[src/rtl/mp_addsub_pkg.sv]
// Shared types and defaults for the sequential multi-precision adder/subtractor.
package mp_addsub_pkg;

  typedef enum logic [1:0] {
    IDLE = 2'd0,
    RUN  = 2'd1,
    DONE = 2'd2
  } state_t;

  localparam int DEF_N = 16;
  localparam int DEF_W = 64;

  // Width of the slice index; never narrower than one bit.
  function automatic int slice_idx_w(input int k);
    if (k <= 1) return 1;
    return $clog2(k);
  endfunction

endpackage

[src/rtl/cla_unit.sv]
// N-bit carry-lookahead unit: every carry c[i] is formed directly from p/g/cin.
// c[0] is the carry-in, c[N] the carry-out; pg/gg are the group propagate/generate.
module cla_unit #(
  parameter int N = 16
) (
  input  logic [N-1:0] p,
  input  logic [N-1:0] g,
  input  logic         cin,
  output logic [N:0]   c,
  output logic         cout,
  output logic         pg,
  output logic         gg
);

  logic gacc;
  logic pacc;

  always_comb begin
    c    = '0;
    c[0] = cin;
    gg   = 1'b0;
    gacc = 1'b0;
    pacc = 1'b0;
    for (int i = 0; i < N; i++) begin
      gacc = g[i];
      pacc = p[i];
      for (int j = i - 1; j >= 0; j--) begin
        gacc = gacc | (pacc & g[j]);
        pacc = pacc & p[j];
      end
      c[i+1] = gacc | (pacc & cin);
      if (i == N - 1) gg = gacc;
    end
  end

  assign cout = c[N];
  assign pg   = &p;

endmodule

[src/rtl/mp_addsub_seq.sv]
// Multi-cycle W-bit add/subtract, one N-bit slice per cycle through a single cla_unit.
// Optional zero-result flag output enabled by defining MPADD_ZERO_FLAG_EN.
module mp_addsub_seq
  import mp_addsub_pkg::*;
#(
  parameter int N = DEF_N,
  parameter int W = DEF_W
) (
  input  logic         clk,
  input  logic         rst_n,
  input  logic         in_valid,
  output logic         in_ready,
  input  logic [W-1:0] a,
  input  logic [W-1:0] b,
  input  logic         sub,
  input  logic         cin,
  output logic         out_valid,
  input  logic         out_ready,
  output logic [W-1:0] sum,
  output logic         cout,
  output logic         ovf
`ifdef MPADD_ZERO_FLAG_EN
  ,
  output logic         zero
`endif
);

  localparam int K  = W / N;
  localparam int KW = slice_idx_w(K);
  localparam logic [KW-1:0] K_LAST = KW'(K - 1);

  if ((W % N) != 0 || W < N) begin : g_bad_width
    $error("mp_addsub_seq: W (%0d) must be a positive multiple of N (%0d)", W, N);
  end

  state_t              state_q, state_d;
  logic [KW-1:0]       k_q, k_d;
  logic                carry_q, carry_d;
  logic [K-1:0][N-1:0] a_q, b_q, sum_q;
  logic                cout_q, ovf_q;
  logic                load, run, last;

  logic [N-1:0]        p_s, g_s, slice_sum;
  logic [N:0]          c_s;
  logic                cla_cout, cla_pg, cla_gg;
  logic                unused_cla;

  assign p_s       = a_q[k_q] ^ b_q[k_q];
  assign g_s       = a_q[k_q] & b_q[k_q];
  // c_s[0] is the slice carry-in, so c_s[N-1:0] is exactly the per-bit carry vector.
  assign slice_sum = p_s ^ c_s[N-1:0];
  assign last      = (k_q == K_LAST);

  cla_unit #(.N(N)) u_cla (
    .p    (p_s),
    .g    (g_s),
    .cin  (carry_q),
    .c    (c_s),
    .cout (cla_cout),
    .pg   (cla_pg),
    .gg   (cla_gg)
  );

  assign unused_cla = &{1'b0, cla_pg, cla_gg};

  always_comb begin
    state_d = state_q;
    k_d     = k_q;
    carry_d = carry_q;
    load    = 1'b0;
    run     = 1'b0;
    case (state_q)
      IDLE: begin
        if (in_valid) begin
          load    = 1'b1;
          carry_d = cin ^ sub;
          k_d     = '0;
          state_d = RUN;
        end
      end
      RUN: begin
        run     = 1'b1;
        carry_d = cla_cout;
        if (last) begin
          k_d     = '0;
          state_d = DONE;
        end else begin
          k_d = k_q + KW'(1);
        end
      end
      DONE: begin
        if (out_ready) state_d = IDLE;
      end
      default: state_d = IDLE;
    endcase
  end

  always_ff @(posedge clk or negedge rst_n) begin
    if (!rst_n) begin
      state_q <= IDLE;
      k_q     <= '0;
      carry_q <= 1'b0;
      sum_q   <= '0;
      cout_q  <= 1'b0;
      ovf_q   <= 1'b0;
    end else begin
      state_q <= state_d;
      k_q     <= k_d;
      carry_q <= carry_d;
      if (run) begin
        sum_q[k_q] <= slice_sum;
        if (last) begin
          cout_q <= cla_cout;
          ovf_q  <= c_s[N] ^ c_s[N-1];
        end
      end
    end
  end

  // Operand staging: B is stored pre-inverted for subtraction.
  always_ff @(posedge clk) begin
    if (load) begin
      a_q <= a;
      b_q <= sub ? ~b : b;
    end
  end

`ifdef MPADD_ZERO_FLAG_EN
  logic zero_q;

  always_ff @(posedge clk or negedge rst_n) begin
    if (!rst_n) begin
      zero_q <= 1'b0;
    end else if (load) begin
      zero_q <= 1'b1;
    end else if (run) begin
      zero_q <= zero_q & (slice_sum == '0);
    end
  end

  assign zero = zero_q;
`endif

  assign in_ready  = (state_q == IDLE);
  assign out_valid = (state_q == DONE);
  assign sum       = sum_q;
  assign cout      = cout_q;
  assign ovf       = ovf_q;

endmodule

[config.mk]
export PLATFORM = sky130hd
export DESIGN_NAME = mp_addsub_seq
export DESIGN_NICKNAME = d
export VERILOG_FILES = /design/src/rtl/mp_addsub_pkg.sv /design/src/rtl/cla_unit.sv /design/src/rtl/mp_addsub_seq.sv
export SDC_FILE = /design/constraint.sdc
export NUM_CORES = 1
export LEC_CHECK = 0
export ABC_AREA = 1
export CAP_MARGIN = 20
export CORE_ASPECT_RATIO = 0.6
export CORE_UTILIZATION = 51
export DETAILED_ROUTE_END_ITERATION = 7
export GPL_TIMING_DRIVEN = 0
export PLACE_DENSITY = 0.88
export SLEW_MARGIN = 5
export SYNTH_ARGS = -nofsm -noshare
export SYNTH_HDL_FRONTEND = slang
export SYNTH_SLANG_ARGS = --single-unit
[constraint.sdc]
create_clock -name clk -period 5 [get_ports clk]
set_input_delay 1.5 -clock clk [delete_from_list [all_inputs] [get_ports clk]]
set_output_delay 1.5 -clock clk [all_outputs]
set_load 0.02 [all_outputs]
==> impl_metrics.csv <==
group,metric,value,unit
grt,number_of_antenna_violations_at_the_first_check_in_global_routing,2,
synthesis,synthDistinctLibCells,34,
layout,area.growth.synth_to_final,33.2,%
synthesis,synth_top_area_share,0.433,
pwr,switching_share,0.457,
critical_path,critical_path_arrival,3.77,ns
synthesis,synth_seq_cells,199,
pwr,irDropWorstVdd,0.391,mV
synthesis,synthesis.area,0.00887,mm2
sta,finalWorstSetupSlack,1.56,ns
critical_path,cp_cell_sequence,"inv_1 > clkbuf_1 > clkbuf_1 > o21ai_0 > o22ai_1 > ha_1 > a21oi_1 > a21boi_0 > nand2_2 > nand2_1 > nand3_1 > nand3_1 > nand2_1",
drt,drt.antenna.violating_nets,0,
layout,layout.filler_cells,1170,
sta,final.period_utilization,0.688,
cts,tritoncts,"done",
worst_hold_path,worstHoldPathType,"flop to flop",
drt,route.detailed.wl_per_inst,18.8,um
critical_path,path_delay_family,"buffers and inverters",
placed_design,dp_slack,1.52,ns
floorplanning,floorplan.rows,36,
critical_path,timing.critical_path.buf_inv,3,
critical_path,critical_path_peak_fanout,10,
floorplanning,core_area,0.0166,mm2
drt,via_per_inst,5.45,
pwr,power_frac_comb,0.538,
critical_path,crit_cells,13,
floorplanning,die_width,172,um
drt,drc,0,
sta,tightestPinTransition,0.654,ns
drt,routed_wl,24100,um
critical_path,setup.worst_path.start_class,"flop",
pwr,switchingPower,0.00395,W
drt,drt_first_iter_violations,815,
synthesis,ys.warnings.count,0,
grt,grt_pass1_wl,37300,um
placed_design,dpl_cell_area,0.0112,mm2
layout,final_design_area_no_fill,0.0118,mm2
synthesis,synthDominantAreaCellType,"sky130_fd_sc_hd__edfxtp_1",
layout,num-nets-final,1192,
synthesis,portion_of_the_post_synthesis_area_used_by_sequential_elements,0.634,
grt,groute.usage.overall,0.281,
run,max_cap_violations,0,
grt,grt_max_degree,72,
floorplanning,die_area,0.0179,mm2
critical_path,crit_type,"flop to flop",
worst_hold_path,whs_path_depth,2,
pwr,seqPwrFrac,0.298,
cts,clkSlewWorstSetupHoldPaths,0.07,ns
floorplanning,initial_utilization,0.534,
sta,timing.fmax,291,MHz
placed_design,dp_hpwl,17600,um
grt,grt_pass1_vias,6892,
critical_path,critical-path-slowest-cell,"sky130_fd_sc_hd__clkbuf_1",
sta,max_slew_headroom,0.564,
placed_design,io_buffer_count,201,
synthesis,synthesized_nets,970,
synthesis,synth_top_area_cells,"sky130_fd_sc_hd__edfxtp_1 43%, sky130_fd_sc_hd__dfrtp_1 20%, sky130_fd_sc_hd__nand2_1 7.7%, sky130_fd_sc_hd__xor2_1 6.5%, sky130_fd_sc_hd__o21ai_0 4.7%",
drt,num_vias,6976,
sta,grt_setup_unrepaired,"false",
cts,clk_latency,0.45,ns
critical_path,worst-endpoint-required,5.33,ns
outcome,run_status,"complete, no violations",
pwr,clock_power_frac,0.164,
floorplanning,die_y,104,um
cts,cts_inserted_buffers,17,
layout,register_area,0.00562,mm2
sta,setup_tns,0,ns
cts,ctsHtreeMaxLevel,4,
sta,finalWorstPathRequiredPeriod,3.44,ns
sta,final-setup-viol-count,0,
layout,multi_input_area,0.00297,mm2
cts,cts.sinks,199,
pwr,total_leakage_power,4.84,nW
floorplanning,floorplan.io_pins,202,
synthesis,avgSynthCellArea,10.9,um2
sta,number_of_failing_hold_endpoints_at_the_final_stage,0,
placed_design,gp_congestion,0.846,
drt,drt_pre_antenna_iters,5,
sta,clock-skew-final,0.0179,ns
synthesis,syn-instance-count,815,
critical_path,timing.critical_path.to_type,"flop",
critical_path,worstRegToRegCells,13,
cts,cts_repair_resize_count,0,
grt,overflow,0,
cts,hold_bufs_at_cts,0,
cts,cts_post_setup_buffers_inserted,0,
layout,drive_above_1_share,0.0562,
pwr,power_density,731,mW/mm2
pwr,internal_power,0.00468,W
critical_path,critPathMaxStageDelay,0.54,ns
cts,clk_root_buffer_cell,"sky130_fd_sc_hd__clkbuf_16",
sta,final-max-slew-violation-count,0,
cts,clock_path_buffers,2,
==> metal layers <==
metal / track usage / routed length, um / vias up
met4: 0.0765 / 342 / 2
met2: 0.411 / 10700 / 369
met1: 0.416 / 10700 / 3349
met3: 0.0704 / 2340 / 34
li1: - / - / 3222
met5: 0 / 13 / -
==> worst min-delay path: stages (launching register included) <==
cell,delay [ns]
sky130_fd_sc_hd__dfrtp_1,0.34
sky130_fd_sc_hd__nand2_1,0.05
sky130_fd_sc_hd__nand2_1,0.05
==> cells in the mapped netlist <==
cell                       number
sky130_fd_sc_hd__a21boi_0       1
sky130_fd_sc_hd__a21o_1         1
sky130_fd_sc_hd__a21oi_1        8
sky130_fd_sc_hd__a22o_1         1
sky130_fd_sc_hd__a22oi_1        1
sky130_fd_sc_hd__buf_1          1
sky130_fd_sc_hd__buf_2         11
sky130_fd_sc_hd__clkbuf_1      24
sky130_fd_sc_hd__clkinv_1       4
sky130_fd_sc_hd__dfrtp_1       71
sky130_fd_sc_hd__edfxtp_1     128
sky130_fd_sc_hd__fa_1           1
sky130_fd_sc_hd__ha_1          20
sky130_fd_sc_hd__inv_1         30
sky130_fd_sc_hd__nand2_1      181
sky130_fd_sc_hd__nand2_2        3
sky130_fd_sc_hd__nand2_4        2
sky130_fd_sc_hd__nand3_1       41
sky130_fd_sc_hd__nand3_2        1
sky130_fd_sc_hd__nand3b_1       2
sky130_fd_sc_hd__nand4_1        1
sky130_fd_sc_hd__nor2_1        75
sky130_fd_sc_hd__nor2_2         4
sky130_fd_sc_hd__nor2_4         1
sky130_fd_sc_hd__nor3_1         2
sky130_fd_sc_hd__o21ai_0       83
sky130_fd_sc_hd__o21ai_1        8
sky130_fd_sc_hd__o21bai_1       2
sky130_fd_sc_hd__o22ai_1       32
sky130_fd_sc_hd__o31ai_1        1
sky130_fd_sc_hd__or2_1          1
sky130_fd_sc_hd__xnor2_1        4
sky130_fd_sc_hd__xor2_1        66
sky130_fd_sc_hd__xor2_2         3
==> logic make-up after synthesis <==
kind of cell / share of synthesized area
simple gates: 0.146
flops: 0.634
compound gates: 0.0845
xor+xnor: 0.0746
buf+inv: 0.0312
fa+ha+maj: 0.0305
==> flip-flops by register name, indices dropped and copies added (netlist names) <==
signal and cells:
a_q 64, b_q 64, sum 64, k_q 2, state_q 2, carry_q 1
cout 1, ovf 1
==> placed cells by master, fill, tap and decap left out, types with 2 or more instances in the layout <==
| master | instances |
|---|---|
| sky130_fd_sc_hd__ha_1 | 20 |
| sky130_fd_sc_hd__xor2_2 | 3 |
| sky130_fd_sc_hd__dfrtp_1 | 71 |
| sky130_fd_sc_hd__clkdlybuf4s50_1 | 200 |
| sky130_fd_sc_hd__buf_2 | 11 |
| sky130_fd_sc_hd__nand3_1 | 41 |
| sky130_fd_sc_hd__clkbuf_16 | 17 |
| sky130_fd_sc_hd__o21ai_1 | 8 |
| sky130_fd_sc_hd__nand2_1 | 181 |
| sky130_fd_sc_hd__buf_16 | 2 |
| sky130_fd_sc_hd__xnor2_1 | 4 |
| sky130_fd_sc_hd__a21oi_1 | 8 |
| sky130_fd_sc_hd__o22ai_1 | 32 |
| sky130_fd_sc_hd__nand2_2 | 3 |
| sky130_fd_sc_hd__nor2_2 | 4 |
| sky130_fd_sc_hd__nand2_4 | 2 |
| sky130_fd_sc_hd__clkbuf_1 | 25 |
| sky130_fd_sc_hd__nand3b_1 | 2 |
| sky130_fd_sc_hd__clkinv_1 | 5 |
| sky130_fd_sc_hd__o21bai_1 | 2 |
| sky130_fd_sc_hd__nor2_1 | 75 |
| sky130_fd_sc_hd__edfxtp_1 | 128 |
| sky130_fd_sc_hd__bufinv_16 | 2 |
| sky130_fd_sc_hd__inv_1 | 29 |
| sky130_fd_sc_hd__xor2_1 | 66 |
| sky130_fd_sc_hd__nor3_1 | 2 |
| sky130_fd_sc_hd__o21ai_0 | 83 |
| sky130_fd_sc_hd__inv_6 | 9 |
==> per-stage QoR <==
| stage | utilization | power (W) | std cells | hold WS [ns] |
|---|---|---|---|---|
| finish | 0.711 | 0.00863 | 1279 | 0.481 |
| floorplan | - | 0.00548 | 815 | 0.474 |
| CTS | 0.710 | 0.00860 | 1278 | 0.476 |
| global route | 0.710 | 0.00923 | 1278 | 0.498 |
| detailed placement | 0.675 | 0.00718 | 1246 | 0.459 |
| global placement | 0.672 | 0.00705 | 1244 | 0.455 |
==> worst paths after layout <==
kind / slack [ns] / end / from
min reg2reg: 0.48 / ovf$_DFFE_PN0P_ / ovf$_DFFE_PN0P_
max in group asynchronous: 3.64 / carry_q$_DFFE_PN0P_ / rst_n
min: 0.48 / ovf$_DFFE_PN0P_ / ovf$_DFFE_PN0P_
min in group asynchronous: 1.05 / sum[9]$_DFFE_PN0P_ / rst_n
max: 1.56 / sum[42]$_DFFE_PN0P_ / k_q[0]$_DFFE_PN0P_
max reg2reg: 1.56 / sum[42]$_DFFE_PN0P_ / k_q[0]$_DFFE_PN0P_
==> layout make-up <==
cell class	instances	share of cell area
sequential	199	0.476
multi-input combinational	546	0.252
timing repair buffer	203	0.175
clock buffer	18	0.0363
tap	228	0.0242
clock inverter	14	0.0131
buffer	36	0.0126
inverter	34	0.0112
antenna	1	0.000212
==> power groups by stage <==
stage	combinational (W)	sequential [W]	clock [W]
5_1_grt	0.00513	0.00262	0.00148
3_3_place_gp	0.00443	0.00263	0
3_5_place_dp	0.00458	0.00260	0
2_1_floorplan	0.00260	0.00288	0
4_1_cts	0.00461	0.00257	0.00142
6_report	0.00465	0.00257	0.00141
Note: power is estimated with default switching activity, not from simulation.
